<file path="src/rtl/order_tx_serializer.sv">
// Buffers buy/sell register pairs in a FIFO and streams them as 32-bit words, buy first, then sell.
// Latency: first word is valid two cycles after i_valid. Backpressure: i_tx_ready stalls output and full FIFO drops new pairs.
module order_tx_serializer #(
  parameter int REG_WIDTH  = 32,
  parameter int NUM_REGS   = 9,
  parameter int FIFO_DEPTH = 4,
  parameter int CNT_WIDTH  = 16
) (
  input  logic                               i_clk,
  input  logic                               i_reset_n,
  input  logic                               i_valid,
  input  logic [REG_WIDTH-1:0]               i_reg_0_b,
  input  logic [REG_WIDTH-1:0]               i_reg_1_b,
  input  logic [REG_WIDTH-1:0]               i_reg_2_b,
  input  logic [REG_WIDTH-1:0]               i_reg_3_b,
  input  logic [REG_WIDTH-1:0]               i_reg_4_b,
  input  logic [REG_WIDTH-1:0]               i_reg_5_b,
  input  logic [REG_WIDTH-1:0]               i_reg_6_b,
  input  logic [REG_WIDTH-1:0]               i_reg_7_b,
  input  logic [REG_WIDTH-1:0]               i_reg_8_b,
  input  logic [REG_WIDTH-1:0]               i_reg_0_s,
  input  logic [REG_WIDTH-1:0]               i_reg_1_s,
  input  logic [REG_WIDTH-1:0]               i_reg_2_s,
  input  logic [REG_WIDTH-1:0]               i_reg_3_s,
  input  logic [REG_WIDTH-1:0]               i_reg_4_s,
  input  logic [REG_WIDTH-1:0]               i_reg_5_s,
  input  logic [REG_WIDTH-1:0]               i_reg_6_s,
  input  logic [REG_WIDTH-1:0]               i_reg_7_s,
  input  logic [REG_WIDTH-1:0]               i_reg_8_s,
  input  logic                               i_tx_ready,
  output logic [REG_WIDTH-1:0]               o_tx_data,
  output logic                               o_tx_valid,
  output logic                               o_tx_side,
  output logic                               o_tx_last,
  output logic [$clog2(FIFO_DEPTH+1)-1:0]    o_fifo_level,
  output logic                               o_fifo_full,
  output logic [CNT_WIDTH-1:0]               o_drop_count
);
  localparam int PTR_W = $clog2(FIFO_DEPTH);
  localparam int LVL_W = $clog2(FIFO_DEPTH + 1);
  localparam int IDX_W = $clog2(NUM_REGS);
  localparam logic [IDX_W-1:0] IDX_LAST = IDX_W'(NUM_REGS - 1);

  typedef logic [NUM_REGS-1:0][REG_WIDTH-1:0] msg_t;
  typedef struct packed {
    msg_t sell;
    msg_t buy;
  } entry_t;
  typedef enum logic [1:0] {IDLE, SEND_BUY, SEND_SELL} state_t;

  entry_t           mem [FIFO_DEPTH];
  entry_t           in_entry;
  entry_t           head;
  entry_t           next_head;
  logic [PTR_W-1:0] wr_ptr;
  logic [PTR_W-1:0] rd_ptr;
  logic [PTR_W-1:0] rd_ptr_inc;
  logic [LVL_W-1:0] level_next;
  logic [IDX_W-1:0] idx;
  logic [IDX_W-1:0] idx_inc;
  state_t           state;
  logic             xfer;
  logic             pop;
  logic             push;
  logic             drop;

  assign in_entry.buy  = {i_reg_8_b, i_reg_7_b, i_reg_6_b, i_reg_5_b, i_reg_4_b,
                          i_reg_3_b, i_reg_2_b, i_reg_1_b, i_reg_0_b};
  assign in_entry.sell = {i_reg_8_s, i_reg_7_s, i_reg_6_s, i_reg_5_s, i_reg_4_s,
                          i_reg_3_s, i_reg_2_s, i_reg_1_s, i_reg_0_s};

  assign xfer       = o_tx_valid && i_tx_ready;
  assign pop        = xfer && (state == SEND_SELL) && (idx == IDX_LAST);
  assign push       = i_valid && (!o_fifo_full || pop);
  assign drop       = i_valid && !push;
  assign rd_ptr_inc = rd_ptr + PTR_W'(1);
  assign idx_inc    = idx + IDX_W'(1);
  assign head       = mem[rd_ptr];
  // With a single entry left, a follow-on pair can only be the one being written right now.
  assign next_head  = (o_fifo_level == LVL_W'(1)) ? in_entry : mem[rd_ptr_inc];

  always_comb begin
    level_next = o_fifo_level;
    if (push && !pop)      level_next = o_fifo_level + LVL_W'(1);
    else if (pop && !push) level_next = o_fifo_level - LVL_W'(1);
  end

  always_ff @(posedge i_clk) begin
    if (push) mem[wr_ptr] <= in_entry;
  end

  always_ff @(posedge i_clk or negedge i_reset_n) begin
    if (!i_reset_n) begin
      wr_ptr       <= '0;
      rd_ptr       <= '0;
      o_fifo_level <= '0;
      o_fifo_full  <= 1'b0;
      o_drop_count <= '0;
    end else begin
      if (push) wr_ptr <= wr_ptr + PTR_W'(1);
      if (pop)  rd_ptr <= rd_ptr_inc;
      o_fifo_level <= level_next;
      o_fifo_full  <= (level_next == LVL_W'(FIFO_DEPTH));
      if (drop && (o_drop_count != {CNT_WIDTH{1'b1}}))
        o_drop_count <= o_drop_count + CNT_WIDTH'(1);
    end
  end

  always_ff @(posedge i_clk or negedge i_reset_n) begin
    if (!i_reset_n) begin
      state      <= IDLE;
      idx        <= '0;
      o_tx_valid <= 1'b0;
      o_tx_data  <= '0;
      o_tx_side  <= 1'b0;
      o_tx_last  <= 1'b0;
    end else begin
      case (state)
        IDLE: begin
          if (o_fifo_level != '0) begin
            state      <= SEND_BUY;
            idx        <= '0;
            o_tx_valid <= 1'b1;
            o_tx_side  <= 1'b0;
            o_tx_last  <= (IDX_LAST == '0);
            o_tx_data  <= head.buy[0];
          end
        end
        SEND_BUY: begin
          if (xfer) begin
            if (idx == IDX_LAST) begin
              state     <= SEND_SELL;
              idx       <= '0;
              o_tx_side <= 1'b1;
              o_tx_last <= (IDX_LAST == '0);
              o_tx_data <= head.sell[0];
            end else begin
              idx       <= idx_inc;
              o_tx_last <= (idx_inc == IDX_LAST);
              o_tx_data <= head.buy[idx_inc];
            end
          end
        end
        SEND_SELL: begin
          if (xfer) begin
            if (idx == IDX_LAST) begin
              idx <= '0;
              if (level_next != '0) begin
                state      <= SEND_BUY;
                o_tx_side  <= 1'b0;
                o_tx_last  <= (IDX_LAST == '0);
                o_tx_data  <= next_head.buy[0];
              end else begin
                state      <= IDLE;
                o_tx_valid <= 1'b0;
                o_tx_side  <= 1'b0;
                o_tx_last  <= 1'b0;
                o_tx_data  <= '0;
              end
            end else begin
              idx       <= idx_inc;
              o_tx_last <= (idx_inc == IDX_LAST);
              o_tx_data <= head.sell[idx_inc];
            end
          end
        end
        default: state <= IDLE;
      endcase
    end
  end
endmodule

</file>
<file path="config.mk">
export PLATFORM = sky130hd
export DESIGN_NAME = order_tx_serializer
export DESIGN_NICKNAME = d
export VERILOG_FILES = /design/src/rtl/order_tx_serializer.sv
export SDC_FILE = /design/constraint.sdc
export NUM_CORES = 2
export LEC_CHECK = 0
export CAP_MARGIN = 20
export CORE_MARGIN = 3
export CORE_UTILIZATION = 47
export DETAILED_ROUTE_END_ITERATION = 8
export GPL_TIMING_DRIVEN = 0
export PLACE_DENSITY = 0.63
export SETUP_SLACK_MARGIN = 0.02
export SLEW_MARGIN = 20
export SYNTH_ARGS = -nofsm -noshare
export SYNTH_HDL_FRONTEND = slang
export SYNTH_SLANG_ARGS = --single-unit
</file>
<file path="constraint.sdc">
create_clock -name i_clk -period 20.9 [get_ports i_clk]
set_input_delay 4.18 -clock i_clk [delete_from_list [all_inputs] [get_ports i_clk]]
set_output_delay 4.18 -clock i_clk [all_outputs]
set_load 0.02 [all_outputs]
</file>
### Yosys cells after proc, flatten, opt, wreduce, memory -nomap -nowiden

Memories as Yosys holds them, arrays and structs flattened.
Cells that the tools add are included.

| storage, ports and cells | value |
|---|---|
| bits in writable memories | 2304 |
| logic and storage cells | 98 |
| memories kept | 1 |
| output and inout port bits | 55 |
| input bits | 580 |
| flip-flop bits (word level) | 65 |

| operators by class | value |
|---|---|
| add/sub/neg operators | 6 |
| multiplexer cells | 41 |
| magnitude comparators | 1 |
| eq/ne operators | 14 |
| reduce and logical (&&, ||, !) cells | 24 |

Memory list:

| name | depth | bits a word | read ports | clocked after memory_dff | wr ports | line | source |
|---|---|---|---|---|---|---|---|
| mem | 4 | 576 | 2 | 0 | 1 | 51 | `entry_t mem [FIFO_DEPTH];` |

Operators by type and width:

| operator | number |
|---|---|
| 32-bit two-way mux | 9 |
| 32-bit binary-select mux with 4-bit select | 2 |
| 32-bit case mux with 3 select lines | 1 |
| 16-bit by 1-bit adder with 16-bit output, second input constant | 1 |
| 16-bit inequality test, second input constant | 1 |
| 1-bit two-way mux | 14 |
| 4-bit two-way mux | 3 |
| 2-bit two-way mux | 5 |
| 2-bit inequality test, second input constant | 5 |
| 5-bit AND reduction | 2 |
| 3-bit nonzero test | 3 |
| 4-bit equality test, second input constant | 2 |
| 1-bit logical AND | 8 |
| 4-bit case mux with 2 select lines | 1 |
| 3-bit two-way mux | 2 |
| 2-bit case mux with 3 select lines | 1 |
| 6-bit AND reduction | 1 |
| 4-bit by 5-bit < comparator with 1-bit output, second input constant | 1 |
| 2-bit by 1-bit adder with 2-bit output, second input constant | 2 |
| 4-bit by 1-bit adder with 4-bit output, second input constant | 1 |
| 2-bit by 1-bit inequality test with 1-bit output, second input constant | 2 |
| 1-bit case mux with 2 select lines | 2 |
| 4-bit AND reduction | 1 |
| 2-bit nonzero test | 2 |
| 12 further kinds | 14 |

### Depth between registers and ports, before layout

| logic depth | value |
|---|---|
| depth after elaboration | 14 |
| gate-level depth with buffers | 14 |
| mapped depth without buffers | 8 |

### Worst setup path after synthesis

No wires, ideal clock.

| timing | value |
|---|---|
| path type | input port to flip-flop |
| from | input i_tx_ready |
| to | memory mem[0][0] in the netlist's numbering, enable pin |
| data required time | 19.883 ns |
| cell stages on the path | 5 |
| arrival time | 18.001 ns |
| buffers on the path | 1 |
| setup time | 1.017 ns |
| setup slack | 1.882 ns |
| path through | and3_1 > clkbuf_1 > nand2_1 > a21boi_1 > and2_1 |

| on the way | value |
|---|---|
| longest elaborated chain between the ends | 7 |

RTL lines:

| item | line | source |
|---|---|---|
| from (decl) | 30 | `input logic i_tx_ready,` |
| 1-bit logical AND | 72 | `assign xfer = o_tx_valid && i_tx_ready;` |
| 1-bit logical AND (2 in series) | 73 | `assign pop = xfer && (state == SEND_SELL) && (idx == IDX_LAST);` |
| 1-bit logical OR | 74 | `assign push = i_valid && (!o_fifo_full \|\| pop);` |
| 1-bit logical AND | 74 |  |
| 1-bit two-way mux | 89 | `if (push) mem[wr_ptr] <= in_entry;` |
| 1-bit two-way mux (not written as such) | 89 |  |
| to (decl) | 51 |  |

Every way passes these cells.

### Worst setup path after layout

| timing | value |
|---|---|
| from | input i_tx_ready |
| to | memory mem[0][524] in the netlist's numbering, enable pin |

The elaborated chain is that of the path after synthesis.

==> results.txt <==
status: finished clean
setup violators final: 0
library cells used by synthesis: 60
FF-to-FF End: mem[0][524]$_DFFE_PP_
DP HPWL: 192000 um
synth warn: 0
Layout Cells excl Fill: 8279
DIE AREA: 202000 sq um
Vert. Die Dim: 449 um
met3 GRT Util: 6.29%
Pleak: 34.6 nW
Worst EP required: 21.46 ns
GR Util met1: 33.2%
root buffer cell: clkbuf_16
Max Cap Violations: 0
Post-DP Area: 104000 sq um
core area: 195000 sq um
EDFF count, synth: 2304
post_cts resized: 0
Final Cell Area: 111000 sq um
grt met2 use: 42.4%
PortBufs: 633
Max Root-Sink Buffers: 3
Clk pin slew, worst setup/hold paths: 0.06 ns
Clock Sinks: 2369
Hold Vio Cnt, Final: 0
CTS Buf Count: 235
DP Cell Count: 7771
gpl congestion: 0.959
overflow left after global routing: 0
sequential area share after synthesis: 76.6%
R2R cell count: 17
critical path arrival: 8.49 ns
gr usage total: 26.3%
vias per std cell: 5.92
I/O pins: 635
vias: 49000
Detailed Routing Iterations Pass 1: 6
number of global-route vias before repair: 49059
net count after synthesis: 5033
Hold Path Class: reg -> reg
max-slew violation count: 0
RSZ-0062 raised after global routing: false
Main synth FF type: edfxtp_1
# rows: 162
initial DRC count: 5421
crit start category: primary input
Layout Skew: 0.0443 ns
worst-skew pair later-pin latency: 0.88 ns
r2r setup slk: 13.70 ns
minimum clock period: 7.93 ns
crit path kind: in -> reg
drt wl/cell: 32.3 um
Slew headroom: 20.4%
CTS tree: done
Die Wd: 449 um
setup_tns: 0 ns
routed wire length: 268000 um
H-tree Lvls: 4
worst slew pin tran: 1.19 ns
cts hold-fix bufs: 0
Syn Area/Cell: 20.8 sq um
Most Crowded Layer GR: met2
Worst setup EP type: register
ys async rst share: 2.74%
Reg-to-Reg Start: idx[0]$_DFFE_PN0P_
Syn Inst Count: 4437
Synth Register Bits: 2369
initial antenna violation count: 167
post-layout util: 57.1%
area delta synth->final: 20.6%
Mapped Area: 92400 sq um
initial core utilization: 47.3%
Final #Nets: 5981
largest net degree at the start of global routing: 49
pwr dens: 122 nW/um^2
Peak Freq: 0.126 GHz
Post-CTS Setup Bufs: 0
Crit Path Max Fanout: 42
Post-route DRC: 0
Tcrit/Tclk final: 38.0%
VDD IR-drop max: 79.3 uV
ANT nets after route: 0
share of cells above drive strength 1: 18.9%
crit path from: i_tx_ready
Setup crit end: mem[0][524]$_DFFE_PP_
first-pass GRT wire length: 372000 um
## cell usage after synthesis, types with 3 or more instances
cell       count  share of area [%]
buf_2         76               0.41
ha_1          16               0.22
inv_1         14              0.057
clkbuf_1     139               0.56
edfxtp_1    2304                 75
dfrtp_1       65                1.8
mux2i_1      296                3.2
and4_1         5              0.047
nor3_1         4              0.022
a21oi_1      201                1.1
nand3_1       37               0.20
xnor2_1       14               0.13
a22oi_1       64               0.52
o22ai_1      136               0.92
and2_1         9              0.061
a221oi_1      28               0.27
nor2b_1        6              0.041
xor2_1         8              0.076
mux2_2         5              0.061
mux4_2       502                 12
o21ai_0       87               0.47
buf_6         13               0.16
buf_4         29               0.24
nor2_1        43               0.17
nand4_1        4              0.027
nand2_1      112               0.46
or3_1         33               0.22
nand2b_1       5              0.034
o21ai_1       14              0.076
or2_2          3              0.020
and3_1        11              0.074
and2_0         5              0.034
a2111oi_0     10              0.095
nand3b_1       3              0.024
a211oi_1      59               0.48
buf_1         16              0.065
o31ai_1       32               0.26
## critical path, stage by stage
cell             delay [ns]
clkdlybuf4s50_1        0.53
and3_1                 0.17
clkbuf_1               0.25
nand2_1                0.24
a21boi_1               0.58
and2_4                 0.64
buf_16                 0.34
buf_12                 0.27
buf_16                 0.30
buf_16                 0.30
buf_16                 0.28
buf_12                 0.27
## per-stage QoR
stage	hold slack, ns	worst slack (ns)	total power, mW
2_1_floorplan	0.565	1.88	8.55
3_3_place_gp	0.479	-9.90	10.5
3_5_place_dp	0.485	12.05	9.58
4_1_cts	0.495	12.98	13.6
5_1_grt	0.525	12.78	14.0
6_report	0.494	12.97	13.6
## state kept, by name, summed over array words and instances (netlist names)
name / cells
idx: 4
mem: 2304
o_drop_count: 16
o_fifo_full: 1
o_fifo_level: 3
o_tx_data: 32
o_tx_last: 1
o_tx_side: 1
o_tx_valid: 1
rd_ptr: 2
state: 2
wr_ptr: 2
## cell families (layout without fill, tap and decap cells)
logic type               Yosys count  count (layout)  share of synthesized area (%)
buffers and inverters            288            1434                           1.50
multiplexers                     805             805                           15.6
XOR/XNOR                          22              22                          0.209
AO/OA/AOI/OAI                    652             652                           4.39
flip-flops                      2369            2369                           76.6
other                              0              72                              0
AND/OR/NAND/NOR                  285             285                           1.49
adder cells (fa/ha/maj)           16              16                          0.217
## worst min-delay path by stage
| stage | start | to | slack [ns] | depth (start not counted) |
|---|---|---|---|---|
| floorplan | state[1]$_DFFE_PN0P_ | state[1]$_DFFE_PN0P_ | 0.56 | 2 |
| global placement | o_drop_count[13]$_DFFE_PN0P_ | o_drop_count[13]$_DFFE_PN0P_ | 0.48 | 1 |
| detailed placement | o_drop_count[9]$_DFFE_PN0P_ | o_drop_count[9]$_DFFE_PN0P_ | 0.48 | 1 |
| CTS | o_drop_count[9]$_DFFE_PN0P_ | o_drop_count[9]$_DFFE_PN0P_ | 0.49 | 1 |
| global route | o_drop_count[13]$_DFFE_PN0P_ | o_drop_count[13]$_DFFE_PN0P_ | 0.52 | 1 |
| finish | o_drop_count[9]$_DFFE_PN0P_ | o_drop_count[9]$_DFFE_PN0P_ | 0.49 | 1 |
## layout by cell type (no fill, tap or decap), types with 44 or more instances in the layout
cell                n
edfxtp_1         2304
clkdlybuf4s50_1   632
mux4_2            502
mux2i_1           296
clkbuf_16         237
a21oi_1           201
clkbuf_1          190
o22ai_1           136
nand2_1           112
o21ai_0            87
buf_2              76
diode_2            72
dfrtp_1            65
a22oi_1            64
a211oi_1           59
clkinv_1           59
buf_16             44
## final cells by class
| cell class | instances | area (sq um) |
|---|---|---|
| Clock inverter | 139 | 1250 |
| Timing Repair Buffer | 711 | 8020 |
| Inverter | 15 | 56.3 |
| Sequential cell | 2369 | 70800 |
| Buffer | 273 | 1330 |
| Tap cell | 2624 | 3280 |
| Clock buffer | 296 | 6190 |
| Multi-Input combinational cell | 1780 | 20300 |
| Fill cell | 14668 | 83800 |
| Antenna cell | 72 | 180 |
## power by group
part	internal [mW]	switching, mW
clock network	2.28	1.79
registers	6.23	0.220
logic	1.00	2.05
## per-layer routing
layer	routed length [um]	up-vias
met5	522	-
met4	15100	76
met3	20600	606
met2	131000	2126
met1	101000	25510
li1	-	20682
(Power assumes the default switching activity.)
